## config.mk

```make
export PLATFORM = sky130hd
export DESIGN_NAME = frame_readout_flat
export DESIGN_NICKNAME = d
export VERILOG_FILES = /design/src/rtl/frame_buf_pkg.sv /design/src/rtl/frame_readout_if.sv /design/src/rtl/frame_addr_gen.sv /design/src/rtl/frame_readout.sv /design/src/flat_wrapper.sv
export SDC_FILE = /design/constraint.sdc
export NUM_CORES = 1
export LEC_CHECK = 0
export CAP_MARGIN = 15
export CORE_UTILIZATION = 45
export DETAILED_ROUTE_END_ITERATION = 10
export PLACE_DENSITY = 0.8
export SYNTH_ARGS = -nofsm -noshare
export SYNTH_HDL_FRONTEND = slang
export SYNTH_SLANG_ARGS = --single-unit
```

## constraint.sdc

```tcl
create_clock -name clk -period 3 [get_ports clk]
set_input_delay 0.3 -clock clk [delete_from_list [all_inputs] [get_ports clk]]
set_output_delay 0.3 -clock clk [all_outputs]
set_load 0.02 [all_outputs]
```

## src/rtl/frame_buf_pkg.sv

```systemverilog
// Shared constants for the frame readout path: FSM encoding and geometry.
// Optional MCU_ORDER_EN build switches the pixel walk to 8x8 block order.
package frame_buf_pkg;

  localparam logic [2:0] S_IDLE  = 3'd0;
  localparam logic [2:0] S_RD_HI = 3'd1;
  localparam logic [2:0] S_RD_LO = 3'd2;
  localparam logic [2:0] S_RD_WT = 3'd3;
  localparam logic [2:0] S_OUT   = 3'd4;

  localparam int DEF_H_RES     = 160;
  localparam int DEF_TOTAL_ROW = 120;
  localparam int BYTES_PER_PIX = 2;
  localparam int MCU_DIM       = 8;

  function automatic int cw(input int n);
    return (n > 1) ? $clog2(n) : 1;
  endfunction

endpackage

```

## src/rtl/frame_readout_if.sv

```systemverilog
// Buffer read port plus RGB565 valid/ready pixel stream.
// Shared by both MCU_ORDER_EN and raster builds.
interface frame_readout_if #(
  parameter int BUFF_BITS = 16
);
  logic                 rd_en;
  logic [BUFF_BITS-1:0] rd_addr;
  logic [7:0]           rd_data;
  logic [15:0]          pix_data;
  logic                 pix_valid;
  logic                 pix_ready;
  logic                 pix_sol;
  logic                 pix_eof;

  modport master (
    output rd_en, rd_addr,
    output pix_data, pix_valid, pix_sol, pix_eof,
    input  rd_data, pix_ready
  );

  modport slave (
    input  rd_en, rd_addr,
    input  pix_data, pix_valid, pix_sol, pix_eof,
    output rd_data, pix_ready
  );
endinterface

```

## src/rtl/frame_addr_gen.sv

```systemverilog
// Pixel coordinate walker: raster by default, 8x8 blocks with MCU_ORDER_EN.
// Emits the linear pixel index plus first/last markers for the current pixel.
module frame_addr_gen
  import frame_buf_pkg::*;
#(
  parameter int H_RES     = DEF_H_RES,
  parameter int TOTAL_ROW = DEF_TOTAL_ROW,
  parameter int AW        = 16
) (
  input  logic          clk,
  input  logic          rst,
  input  logic          clear,
  input  logic          advance,
  output logic [AW-1:0] idx,
  output logic          first,
  output logic          last
);

`ifdef MCU_ORDER_EN
  localparam int BXN = H_RES / MCU_DIM;
  localparam int BYN = TOTAL_ROW / MCU_DIM;
  localparam int BXW = cw(BXN);
  localparam int BYW = cw(BYN);
  localparam int MW  = $clog2(MCU_DIM);

  if ((H_RES % MCU_DIM) != 0 || (TOTAL_ROW % MCU_DIM) != 0) begin : g_bad_geom
    $error("frame_addr_gen: H_RES and TOTAL_ROW must be multiples of 8");
  end

  logic [MW-1:0]  x;
  logic [MW-1:0]  y;
  logic [BXW-1:0] bx;
  logic [BYW-1:0] by;

  logic x_end, y_end, bx_end, by_end;

  assign x_end  = (x == MW'(MCU_DIM - 1));
  assign y_end  = (y == MW'(MCU_DIM - 1));
  assign bx_end = (bx == BXW'(BXN - 1));
  assign by_end = (by == BYW'(BYN - 1));

  always_ff @(posedge clk) begin
    if (rst || clear) begin
      x  <= '0;
      y  <= '0;
      bx <= '0;
      by <= '0;
    end else if (advance) begin
      x <= x_end ? '0 : x + 1'b1;
      if (x_end) begin
        y <= y_end ? '0 : y + 1'b1;
        if (y_end) begin
          bx <= bx_end ? '0 : bx + 1'b1;
          if (bx_end)
            by <= by_end ? '0 : by + 1'b1;
        end
      end
    end
  end

  assign idx = (AW'(by) * AW'(MCU_DIM) + AW'(y)) * AW'(H_RES)
             + AW'(bx) * AW'(MCU_DIM) + AW'(x);
  assign first = (x == '0) && (y == '0);
  assign last  = x_end && y_end && bx_end && by_end;
`else
  localparam int CW = cw(H_RES);
  localparam int RW = cw(TOTAL_ROW);

  logic [CW-1:0] col;
  logic [RW-1:0] row;

  logic col_end, row_end;

  assign col_end = (col == CW'(H_RES - 1));
  assign row_end = (row == RW'(TOTAL_ROW - 1));

  always_ff @(posedge clk) begin
    if (rst || clear) begin
      col <= '0;
      row <= '0;
    end else if (advance) begin
      col <= col_end ? '0 : col + 1'b1;
      if (col_end)
        row <= row_end ? '0 : row + 1'b1;
    end
  end

  assign idx   = AW'(row) * AW'(H_RES) + AW'(col);
  assign first = (col == '0);
  assign last  = col_end && row_end;
`endif

endmodule

```

## src/rtl/frame_readout.sv

```systemverilog
// Streams a captured frame out of the byte buffer as RGB565 pixels.
// Pixel order is raster unless MCU_ORDER_EN is defined (8x8 blocks).
module frame_readout
  import frame_buf_pkg::*;
#(
  parameter int H_RES     = DEF_H_RES,
  parameter int TOTAL_ROW = DEF_TOTAL_ROW,
  parameter int BUFF_BITS = 16,
  parameter int ADDR_BASE = 0
) (
  input  logic            clk,
  input  logic            rst,
  input  logic            frame_ready,
  input  logic            start,
  output logic            busy,
  output logic            done,
  frame_readout_if.master bus
);

  logic [2:0]           state;
  logic [7:0]           hi;
  logic [15:0]          data_q;
  logic                 valid_q;
  logic                 sol_q;
  logic                 eof_q;
  logic [BUFF_BITS-1:0] idx;
  logic [BUFF_BITS-1:0] pix_addr;
  logic                 first;
  logic                 last;
  logic                 clear;
  logic                 advance;

  assign clear   = (state == S_IDLE);
  assign advance = (state == S_OUT) && bus.pix_ready;

  frame_addr_gen #(
    .H_RES    (H_RES),
    .TOTAL_ROW(TOTAL_ROW),
    .AW       (BUFF_BITS)
  ) u_addr (
    .clk    (clk),
    .rst    (rst),
    .clear  (clear),
    .advance(advance),
    .idx    (idx),
    .first  (first),
    .last   (last)
  );

  assign pix_addr = BUFF_BITS'(ADDR_BASE)
                  + BUFF_BITS'(BYTES_PER_PIX) * idx;

  always_comb begin
    bus.rd_en   = 1'b0;
    bus.rd_addr = '0;
    unique case (1'b1)
      (state == S_RD_HI): begin
        bus.rd_en   = 1'b1;
        bus.rd_addr = pix_addr;
      end
      (state == S_RD_LO): begin
        bus.rd_en   = 1'b1;
        bus.rd_addr = pix_addr + 1'b1;
      end
      default: ;
    endcase
  end

  always_ff @(posedge clk) begin
    if (rst) begin
      state   <= S_IDLE;
      busy    <= 1'b0;
      done    <= 1'b0;
      hi      <= '0;
      data_q  <= '0;
      valid_q <= 1'b0;
      sol_q   <= 1'b0;
      eof_q   <= 1'b0;
    end else begin
      done <= 1'b0;
      unique case (state)
        // done still high means the pulse cycle: a start here is dropped
        S_IDLE: begin
          if (start && frame_ready && !done) begin
            state <= S_RD_HI;
            busy  <= 1'b1;
          end
        end
        S_RD_HI: state <= S_RD_LO;
        S_RD_LO: begin
          hi    <= bus.rd_data;
          state <= S_RD_WT;
        end
        S_RD_WT: begin
          data_q  <= {hi, bus.rd_data};
          valid_q <= 1'b1;
          sol_q   <= first;
          eof_q   <= last;
          state   <= S_OUT;
        end
        S_OUT: begin
          if (bus.pix_ready) begin
            valid_q <= 1'b0;
            sol_q   <= 1'b0;
            eof_q   <= 1'b0;
            if (eof_q) begin
              state <= S_IDLE;
              busy  <= 1'b0;
              done  <= 1'b1;
            end else begin
              state <= S_RD_HI;
            end
          end
        end
        default: state <= S_IDLE;
      endcase
    end
  end

  assign bus.pix_data  = data_q;
  assign bus.pix_valid = valid_q;
  assign bus.pix_sol   = sol_q;
  assign bus.pix_eof   = eof_q;

endmodule

```

## src/flat_wrapper.sv

```systemverilog
// flat-port wrapper written by rule: the top's interface ports become plain ports
module frame_readout_flat import frame_buf_pkg::*;
#(
  parameter int H_RES     = DEF_H_RES,
  parameter int TOTAL_ROW = DEF_TOTAL_ROW,
  parameter int BUFF_BITS = 16,
  parameter int ADDR_BASE = 0
)
  (clk, rst, frame_ready, start, busy, done, bus_rd_en, bus_rd_addr, bus_pix_data, bus_pix_valid, bus_pix_sol, bus_pix_eof, bus_rd_data, bus_pix_ready);
  frame_readout_if #(.BUFF_BITS(BUFF_BITS)) bus_i ();
  input  logic clk;
  input  logic rst;
  input  logic frame_ready;
  input  logic start;
  output logic busy;
  output logic done;
  output wire logic [$bits(bus_i.rd_en)-1:0] bus_rd_en;
  output wire logic [$bits(bus_i.rd_addr)-1:0] bus_rd_addr;
  output wire logic [$bits(bus_i.pix_data)-1:0] bus_pix_data;
  output wire logic [$bits(bus_i.pix_valid)-1:0] bus_pix_valid;
  output wire logic [$bits(bus_i.pix_sol)-1:0] bus_pix_sol;
  output wire logic [$bits(bus_i.pix_eof)-1:0] bus_pix_eof;
  input wire logic [$bits(bus_i.rd_data)-1:0] bus_rd_data;
  input wire logic [$bits(bus_i.pix_ready)-1:0] bus_pix_ready;
  assign bus_rd_en = bus_i.rd_en;
  assign bus_rd_addr = bus_i.rd_addr;
  assign bus_pix_data = bus_i.pix_data;
  assign bus_pix_valid = bus_i.pix_valid;
  assign bus_pix_sol = bus_i.pix_sol;
  assign bus_pix_eof = bus_i.pix_eof;
  assign bus_i.rd_data = bus_rd_data;
  assign bus_i.pix_ready = bus_pix_ready;
  frame_readout #(.H_RES(H_RES), .TOTAL_ROW(TOTAL_ROW), .BUFF_BITS(BUFF_BITS), .ADDR_BASE(ADDR_BASE)) u_core (.clk(clk), .rst(rst), .frame_ready(frame_ready), .start(start), .busy(busy), .done(done), .bus(bus_i));
endmodule
```

==> results of run 1 <==
what timing repair did:
action,in CTS,in global routing
setup endpoints to repair,5,5
pin swaps,1,6
resized for setup,21,19
power by group:
group,internal (mW),switching (mW)
clock,0.244,0.209
sequential,0.630,0.00736
combinational,0.0429,0.0473
total,0.916,0.263
layer usage:
layer	global-route usage (%)	up-vias	part of all wire, %
met5	0	-	0
met4	5.000	0	1.4
met3	4.072	11	3.8
met2	35.95	56	50
met1	26.56	1065	45
li1	-	1145	-
state kept, by name, summed over array words and instances, names as in the netlist:
signal	cells
u_core.done	1
u_core.u_addr.col	8
u_core.bus.pix_data	16
u_core.state	3
u_core.bus.pix_valid	1
u_core.bus.pix_eof	1
u_core.hi	8
u_core.busy	1
u_core.u_addr.row	7
u_core.bus.pix_sol	1
how the worst min path moves through the flow:
stage / startpoint / endpoint / slack [ns] / cells after the start
after floorplan: u_core.hi[2] / u_core.bus.pix_data[10] / 0.43 / 2
after detailed placement: u_core.bus.pix_data[6] / u_core.bus.pix_data[6] / 0.45 / 2
final: u_core.hi[1] / u_core.bus.pix_data[9] / 0.45 / 2
after global routing: u_core.bus.pix_data[0] / u_core.bus.pix_data[0] / 0.48 / 2
after global placement: u_core.hi[5] / u_core.bus.pix_data[13] / 0.44 / 2
after CTS: u_core.hi[6] / u_core.bus.pix_data[14] / 0.46 / 2
cells in the mapped netlist (2+ instances only):
cell type and count:
a21oi_1 28, and3_1 4, inv_1 9, dfxtp_1 47, nand3_1 2, nor3b_1 2, nand4_1 9, nand2b_1 3
a31oi_1 2, nor2_1 41, mux2i_1 10, and2_1 7, clkbuf_1 8, nand2_1 47, a31o_2 2, nand3b_1 2
nor2b_1 3, fa_1 2, and3b_1 2, xnor2_1 7, buf_2 3, xor2_1 12, a21o_1 2, or2_2 3
ha_1 16, nor3_1 4
stage by stage:
stage	power [mW]	setup slack, ns	hold slack, ns	std cells
global placement	0.7410	-0.1392	0.4359	428
detailed placement	0.7424	-0.2201	0.4465	428
floorplan	0.6979	0.2702	0.4312	296
finish	1.180	-0.02878	0.4538	435
CTS	1.189	-0.02011	0.4557	435
global route	1.228	-0.1073	0.4777	435
area by class of cell:
class / count / area [um2] / area share (%)
Clock inverter: 2 / 37.54 / 1.098
Clock buffer: 5 / 68.82 / 2.014
Multi-Input combinational cell: 228 / 1574 / 46.06
Tap cell: 70 / 87.58 / 2.563
Timing Repair Buffer: 74 / 670.6 / 19.63
Sequential cell: 47 / 944.7 / 27.65
Inverter: 9 / 33.78 / 0.9886
critical path, stage by stage, from the launching register on:
cell and delay [ns]:
dfxtp_2 0.34, buf_4 0.15, ha_1 0.33, ha_4 0.28
or2_2 0.33, a21oi_4 0.18, nor4_4 0.07, maj3_1 0.40
o21ba_4 0.22, buf_6 0.12
cells by family after synthesis:
logic type,Yosys count
multiplexers,10
AO/OA/AOI/OAI,43
AND/OR/NAND/NOR,137
buffers and inverters,21
XOR/XNOR,19
flip-flops,47
adder cells (fa/ha/maj),19
==> qor.yml, run 1 <==
status: "complete, but fails checks"
violations: "negative setup slack"
hold_path_class: "register to register"
r2r_end: "u_core.u_addr.row[2]"
synth_xor_area_share_pct: 6.657
synth_top_family_by_area: "simple AND/OR/NAND/NOR gates"
async_flop_share_pct: 0
htreeDepth: 2
cts_setup_buffers: 0
fillers: 419
grt_max_degree: 32
start_kind: "register"
p_per_area_mw_per_mm2: 345.3
wl_per_cell_um: 13.85
p_leak_nw: 1.304
synthToLayoutAreaGrowth_pct: 36.69
yosysTopAreaCellShare_pct: 37.64
syn_avg_cell_area_um2: 8.446
drive_gt1_share_pct: 16.71
grt_use_total_pct: 20.84
setup_viol: 1
insertedDiodeCount: 0
synth_top_cell_by_area: "dfxtp_1"
rrSetupSlack_ns: 1.14
cts_tree: "built"
hold_violations: 0
reg2reg_depth: 6
placed_area_mm2: 0.003217
ys_seq_area_share_pct: 37.64
synthAdderAreaFrac_pct: 10.01
clock.fmax_mhz: 330.2
crit_path_end_kind: "output pin"
dpl.hpwl_mm: 4.142
synthMuxAreaShare_pct: 4.004
grt_pass1_vias: 2179
vias: 2277
fp.dieW_um: 76.54
routed_wl_mm: 6.024
dieArea_mm2: 0.005858
synth-compound-area-share_pct: 10.46
grt_overflow_total: 0
min_period_ns: 3.029
drt_pre_antenna_iters: 4
clk_latency_ns: 0.30
clk_pin_slew_ns: 0.08
cts_root_buf: "clkbuf_8"
antenna_left: 0
rr_startpoint: "u_core.u_addr.col[1]"
synth_cell_type_count: 45
required_ns: 2.70
die_h_um: 76.54
tightest_slew_ns: 0.7086
cp_max_fo: 6
cts.sinks: 47
final_area_mm2: 0.003417
arrival_ns: 2.73
pin_count: 51
critPathKind: "register to output pin"
synth_nets: 327
yosys_warnings: 0
gp_congestion: 0.8389
core_mm2: 0.005238
dr.first_iter.drc_count: 122
ys_seq_elements: 47
cts_hold_buf: 0
grt_pass1_wl_mm: 10.01
utilization_pct: 65.24
max-vdd-ir-drop_v: 0.0002975
yosys.area_share.simple_pct: 27.63
synth_ff_type: "dfxtp_1"
clockBufferDepth: 2
viasPerCell: 5.234
fin_ws_ns: -0.02878
antenna_found_initial: 0
netlist_instances: 296
rsz0062_at_grt: "yes"
layout_commonest_cell: "nand2_1"
clock-skew-final_ns: 0.007733
cap_violations: 0
cts_inserted_buffers: 5
synth_edf_count: 0
setup_tns_ns: -0.02878
period_share_pct: 101.0
synth_area_mm2: 0.002500
drc_errors: 0
slew_viol_final: 0
final_cell_mix: "nand2_1, clkdlybuf4s50_1, dfxtp_1"
worstSetupStartpoint: "u_core.u_addr.row[3]"
nets: 396
slew_headroom_pct: 52.76
crit_end: "bus_rd_addr[15]"
ys_top_cells_by_area: "dfxtp_1, ha_1, nand2_1, nor2_1, a21oi_1"
fp-row-count: 26
io_buffers: 50
start_util_pct: 47.73
(Power assumes the default switching activity.)
==> run 2, diff against run 1 <==
- SETUP_SLACK_MARGIN: unset -> 0.3
==> run 2 against run 1 <==
  * The run now ends clean
  * Critical path type unchanged
  * Global-route usage is 0.61 points higher
  * Die area is the same
  * Flip-flop and latch count did not move
==> qor.yml, run 2 (same netlist as run 1, synthesis figures left out) <==
critical_path_depth: 10  # +1
start_util_pct: 47.73  # unchanged
clk_latency_ns: 0.29  # about the same
vias: 2279  # +0.088%
hold_violations: 0  # unchanged
status: "completed"
crit_end: "bus_rd_addr[15]"
utilization_pct: 66.72  # +1.5 points
cap_violations: 0  # unchanged
dpl.hpwl_mm: 4.041  # -2.4%
fin_ws_ns: 0.1470  # +0.1758 ns
grt_use_total_pct: 21.45  # +0.61 points
dr.first_iter.drc_count: 97  # -20%
pin_count: 51  # unchanged
instances_no_fill: 435  # unchanged
cts.sinks: 47  # unchanged
placed_area_mm2: 0.003207  # -0.31%
tightest_slew_ns: 0.6855  # -0.02317 ns
cts_inserted_buffers: 5  # unchanged
min_from: "u_core.hi[3]"
cts_tree: "built"
drive_gt1_share_pct: 20.00  # +3.3 points
gp_congestion: 0.8389  # unchanged
core_mm2: 0.005238  # unchanged
cts_root_buf: "clkbuf_8"
synthToLayoutAreaGrowth_pct: 39.79
grt_overflow_total: 0  # unchanged
dieArea_mm2: 0.005858  # unchanged
clock-skew-final_ns: 0.006575  # -0.001158 ns
antenna_found_initial: 0  # unchanged
setup_viol: 0  # -1
reg2reg_depth: 6  # unchanged
cp_max_fo: 3  # -3
crit_path_end_kind: "output pin"
largest_reg_flops: 16  # unchanged
critPathKind: "register to output pin"
insertedDiodeCount: 0  # unchanged
drt_pre_antenna_iters: 4  # unchanged
worstSetupStartpoint: "u_core.u_addr.row[3]"
grt_pass1_vias: 2246  # +3.1%
final_area_mm2: 0.003495  # +2.3%
grt_max_degree: 32  # unchanged
setup_tns_ns: 0  # +0.02878 ns
start_kind: "register"
htreeDepth: 2  # unchanged
max-vdd-ir-drop_v: 0.0001601  # -46%
rr_startpoint: "u_core.u_addr.col[1]"
period_share_pct: 95.10  # -5.9 points
fp.dieW_um: 76.54  # unchanged
crit_buf_inv: 2  # unchanged
required_ns: 2.70  # about the same
clockBufferDepth: 2  # unchanged
slowest_delay_ns: 0.47  # +0.07 ns
clk_pin_slew_ns: 0.08  # about the same
arrival_ns: 2.55  # -0.18 ns
cpMaxStageDelayCell: "fa_2"
slew_headroom_pct: 54.30  # +1.5 points
drc_errors: 0  # unchanged
dp_slack_ns: -0.2634  # -0.04330 ns
io_buffers: 50  # unchanged
p_per_area_mw_per_mm2: 318.0  # -7.9%
cpMostUsedCell: "ha_4"
rrSetupSlack_ns: 1.13  # about the same
routed_wl_mm: 6.066  # +0.70%
r2r_end: "u_core.u_addr.row[3]"
hold_depth: 2  # unchanged
wl_per_cell_um: 13.94  # +0.70%
final_cell_mix: "nand2_1, clkdlybuf4s50_1, dfxtp_1"
hold_path_class: "register to register"
min_period_ns: 2.853  # -0.1758 ns
fp-row-count: 26  # unchanged
clock.fmax_mhz: 350.5  # +6.2%
slew_viol_final: 0  # unchanged
rsz0062_at_grt: "yes"
place_inst: 425  # -0.70%
worst_path_dominant_cell_family: "adder cells"
antenna_left: 0  # unchanged
layout_commonest_cell: "nand2_1"
die_h_um: 76.54  # unchanged
p_leak_nw: 1.314  # +0.75%
grt_pass1_wl_mm: 10.18  # +1.7%
viasPerCell: 5.239  # about the same
crit_chain: "ha_4 > ha_4 > inv_2 > fa_2 > nor2b_4 > nand2_2 > nor4_4 > o221ai_1 > o21ba_2 > buf_6"
nets: 396  # unchanged
[run 2: metal layers]
metal  part of all wire (%)  routed length (um)  track usage (%)
met1                     44                2654            25.61
met2                     48                2923            37.21
met3                    4.9                 299            4.551
met4                    3.1                 189            8.654
met5                      0                   0                0
[run 2: area by class of cell]
| class | count | area, um2 |
|---|---|---|
| clock buffer | 6 | 82.58 |
| clock inverter | 1 | 5.005 |
| fill | 413 | 1743 |
| inverter | 9 | 33.78 |
| multi-input combinational | 228 | 1663 |
| sequential | 47 | 948.4 |
| tap | 70 | 87.58 |
| timing repair buffer | 74 | 674.4 |
[run 2: worst reg2reg max path, stage by stage (launching register included)]
cell and delay [ns]:
dfxtp_1 0.38, ha_1 0.29, inv_1 0.11, nor4_4 0.55, nand4_1 0.20, xor2_1 0.18, nor2_1 0.06
[run 2: repair_timing]
item                                    CTS  global route
gates resized for setup                  46             9
buffers inserted                          3             0
endpoints found under the setup margin    6             6
pin swaps                                12             1
hold buffers                              0             0
[run 2: how the worst min path moves through the flow]
| stage | to | slack, ns |
|---|---|---|
| final | u_core.bus.pix_data[11] | 0.45 |
| after global routing | u_core.bus.pix_data[10] | 0.46 |
| after CTS | u_core.bus.pix_data[10] | 0.45 |
| after detailed placement | u_core.bus.pix_data[10] | 0.44 |
| after global placement | u_core.bus.pix_data[8] | 0.43 |
| after floorplan | u_core.bus.pix_data[10] | 0.43 |
[run 2: metrics by stage]
step / power [mW] / hold WS (ns)
final: 1.111 / 0.4523
after global routing: 1.152 / 0.4566
after CTS: 1.117 / 0.4489
after detailed placement: 0.7423 / 0.4419
after global placement: 0.7420 / 0.4345
after floorplan: 0.6982 / 0.4312
[run 2: report_power, final]
group          internal [mW]  switching, mW  total [mW]
combinational         0.0429         0.0481      0.0909
clock                  0.181          0.203       0.384
sequential             0.629        0.00711       0.636
==> run 3, diff against run 2 <==
- SYNTH_HIERARCHICAL: unset -> 1
==> run 3 against run 2 <==
  * Via count decreased by 5.3%
  * Design area decreased by 4.9%
  * Sequential power grew 2%
  * Synthesized area increased by 1.2%
  * Critical endpoint is now bus_rd_addr[13]
  * Largest cell class unchanged
  * Highest routed layer unchanged
==> qor.yml, run 3 <==
final_area_mm2: 0.003324  # -4.9%
largest_reg_flops: 16  # unchanged
cts.sinks: 47  # unchanged
drt_pre_antenna_iters: 4  # unchanged
synth_nets: 329  # +0.61%
start_kind: "register"
cp_max_fo: 2  # -1
grt_overflow_total: 0  # unchanged
critPathKind: "register to output pin"
synth_area_mm2: 0.002530  # +1.2%
htreeDepth: 2  # unchanged
clockBufferDepth: 2  # unchanged
wl_per_cell_um: 13.31  # -4.5%
grt_pass1_wl_mm: 9.397  # -7.7%
pin_count: 51  # unchanged
required_ns: 2.70  # about the same
antenna_left: 0  # unchanged
viasPerCell: 5.126  # -2.2%
dieArea_mm2: 0.005926  # +1.2%
clkPwrFrac_pct: 34.4  # -0.2 points
rsz0062_at_grt: "yes"
hold_path_class: "register to register"
slew_headroom_pct: 52.06  # -2.2 points
die_h_um: 76.98  # +0.58%
p_sw_mw: 0.2925  # +13%
hold_violations: 0  # unchanged
core_mm2: 0.005270  # +0.62%
clk_pin_slew_ns: 0.09  # about the same
period_share_pct: 93.97  # -1.1 points
internal_power_mw: 0.8769  # +2.8%
grt_pass1_vias: 2049  # -8.8%
placed_area_mm2: 0.003082  # -3.9%
vias: 2158  # -5.3%
dp_slack_ns: -0.2312  # +0.03215 ns
slew_viol_final: 0  # unchanged
routed_wl_mm: 5.605  # -7.6%
cts_hold_buf: 0  # unchanged
synthToLayoutAreaGrowth_pct: 31.40
syn_avg_cell_area_um2: 8.490  # +0.52%
p_leak_nw: 1.212  # -7.8%
power_frac_seq_pct: 55.5  # -1.8 points
clock.fmax_mhz: 354.7  # +1.2%
insertedDiodeCount: 0  # unchanged
arrival_ns: 2.52  # -0.03 ns
fp.dieW_um: 76.98  # +0.58%
clock-skew-final_ns: 0.005883  # -0.0006917 ns
netlist_instances: 298  # +0.68%
cts_tree: "built"
whs_ns: 0.4533  # +0.0009940 ns
cts_inserted_buffers: 5  # unchanged
grt_max_degree: 33  # +3.1%
crit_path_end_kind: "output pin"
p_sw_share_pct: 25.01  # +1.8 points
gp_congestion: 0.8083  # -3.6%
cap_violations: 0  # unchanged
pwr-share-comb_pct: 10.1  # +1.9 points
start_util_pct: 48.01  # +0.28 points
antenna_found_initial: 0  # unchanged
cts_root_buf: "clkbuf_8"
dpl.hpwl_mm: 3.922  # -2.9%
place_inst: 412  # -3.1%
fin_ws_ns: 0.1809  # +0.03383 ns
io_buffers: 50  # unchanged
clk_latency_ns: 0.30  # about the same
drc_errors: 0  # unchanged
drive_gt1_share_pct: 16.24  # -3.8 points
max-vdd-ir-drop_v: 0.0003418  # +110%
fillers: 441  # +6.8%
final_cell_mix: "nand2_1, dfxtp_1, clkdlybuf4s50_1"
yosys_warnings: 6  # +6
setup_viol: 0  # unchanged
nets: 381  # -3.8%
status: "completed"
grt_use_total_pct: 20.05  # -1.4 points
tightest_slew_ns: 0.7192  # +0.03369 ns
p_per_area_mw_per_mm2: 351.8  # +11%
min_period_ns: 2.819  # -0.03383 ns
fp-row-count: 26  # unchanged
instances_no_fill: 421  # -3.2%
dr.first_iter.drc_count: 94  # -3.1%
run 3: layer usage:
| metal | track usage [%] | vias to the layer above | share of wire (%) |
|---|---|---|---|
| met1 | 23.08 | 1012 | 43 |
| met2 | 33.93 | 31 | 52 |
| met3 | 5.357 | 7 | 3.1 |
| met5 | 0 | - | 0 |
| met4 | 10.38 | 0 | 1.8 |
| li1 | - | 1108 | - |
run 3: cell type report:
| class | count | area [um2] | share of cell area [%] |
|---|---|---|---|
| timing repair buffer | 63 | 594.3 | 17.88 |
| clock buffer | 6 | 82.58 | 2.484 |
| clock inverter | 2 | 16.27 | 0.4893 |
| tap | 70 | 87.58 | 2.635 |
| multi-input combinational | 224 | 1563 | 47.01 |
| sequential | 47 | 947.2 | 28.49 |
| inverter | 9 | 33.78 | 1.016 |
run 3: timing repair:
| item | in CTS | in global routing |
|---|---|---|
| endpoints found under the setup margin | 7 | 8 |
| pin swaps | 9 | 11 |
| gates resized for setup | 44 | 14 |
| buffers inserted | 1 | 0 |
run 3: final timing paths:
kind | startpoint | end | slack, ns | depth (start not counted)
worst max register to register | u_core/state[2] | u_core/u_addr/row[6] | 0.87 | 6
worst min register to register | u_core/hi[3] | u_core/bus.pix_data[11] | 0.45 | 2
worst min-delay path | u_core/hi[3] | u_core/bus.pix_data[11] | 0.45 | 2
worst max-delay path | u_core/u_addr/row[1] | bus_rd_addr[13] | 0.18 | 10
run 3: power groups by stage:
stage	Sequential [mW]	Combinational [mW]	Clock, mW
floorplan	0.662	0.0792	0
global placement	0.664	0.117	0
detailed placement	0.664	0.119	0
CTS	0.650	0.120	0.413
global route	0.651	0.128	0.445
finish	0.649	0.118	0.402
run 3: metrics by stage:
| step | util [%] | setup TNS [ns] | power, mW |
|---|---|---|---|
| after floorplan | - | 0 | 0.7411 |
| after detailed placement | 58.48 | -0.6471 | 0.7829 |
| after global placement | 58.48 | -0.2120 | 0.7814 |
| final | 63.08 | 0 | 1.169 |
| after global routing | 63.08 | 0 | 1.225 |
| after CTS | 61.82 | 0 | 1.183 |
run 3: worst max-delay path, cell delays in order (launching register included):
cell,delay (ns)
dfxtp_2,0.34
ha_4,0.24
ha_4,0.16
fa_2,0.54
nand2_2,0.06
or2_4,0.24
nor2_2,0.12
nand2_1,0.09
xnor2_1,0.13
and2_1,0.13
buf_4,0.15
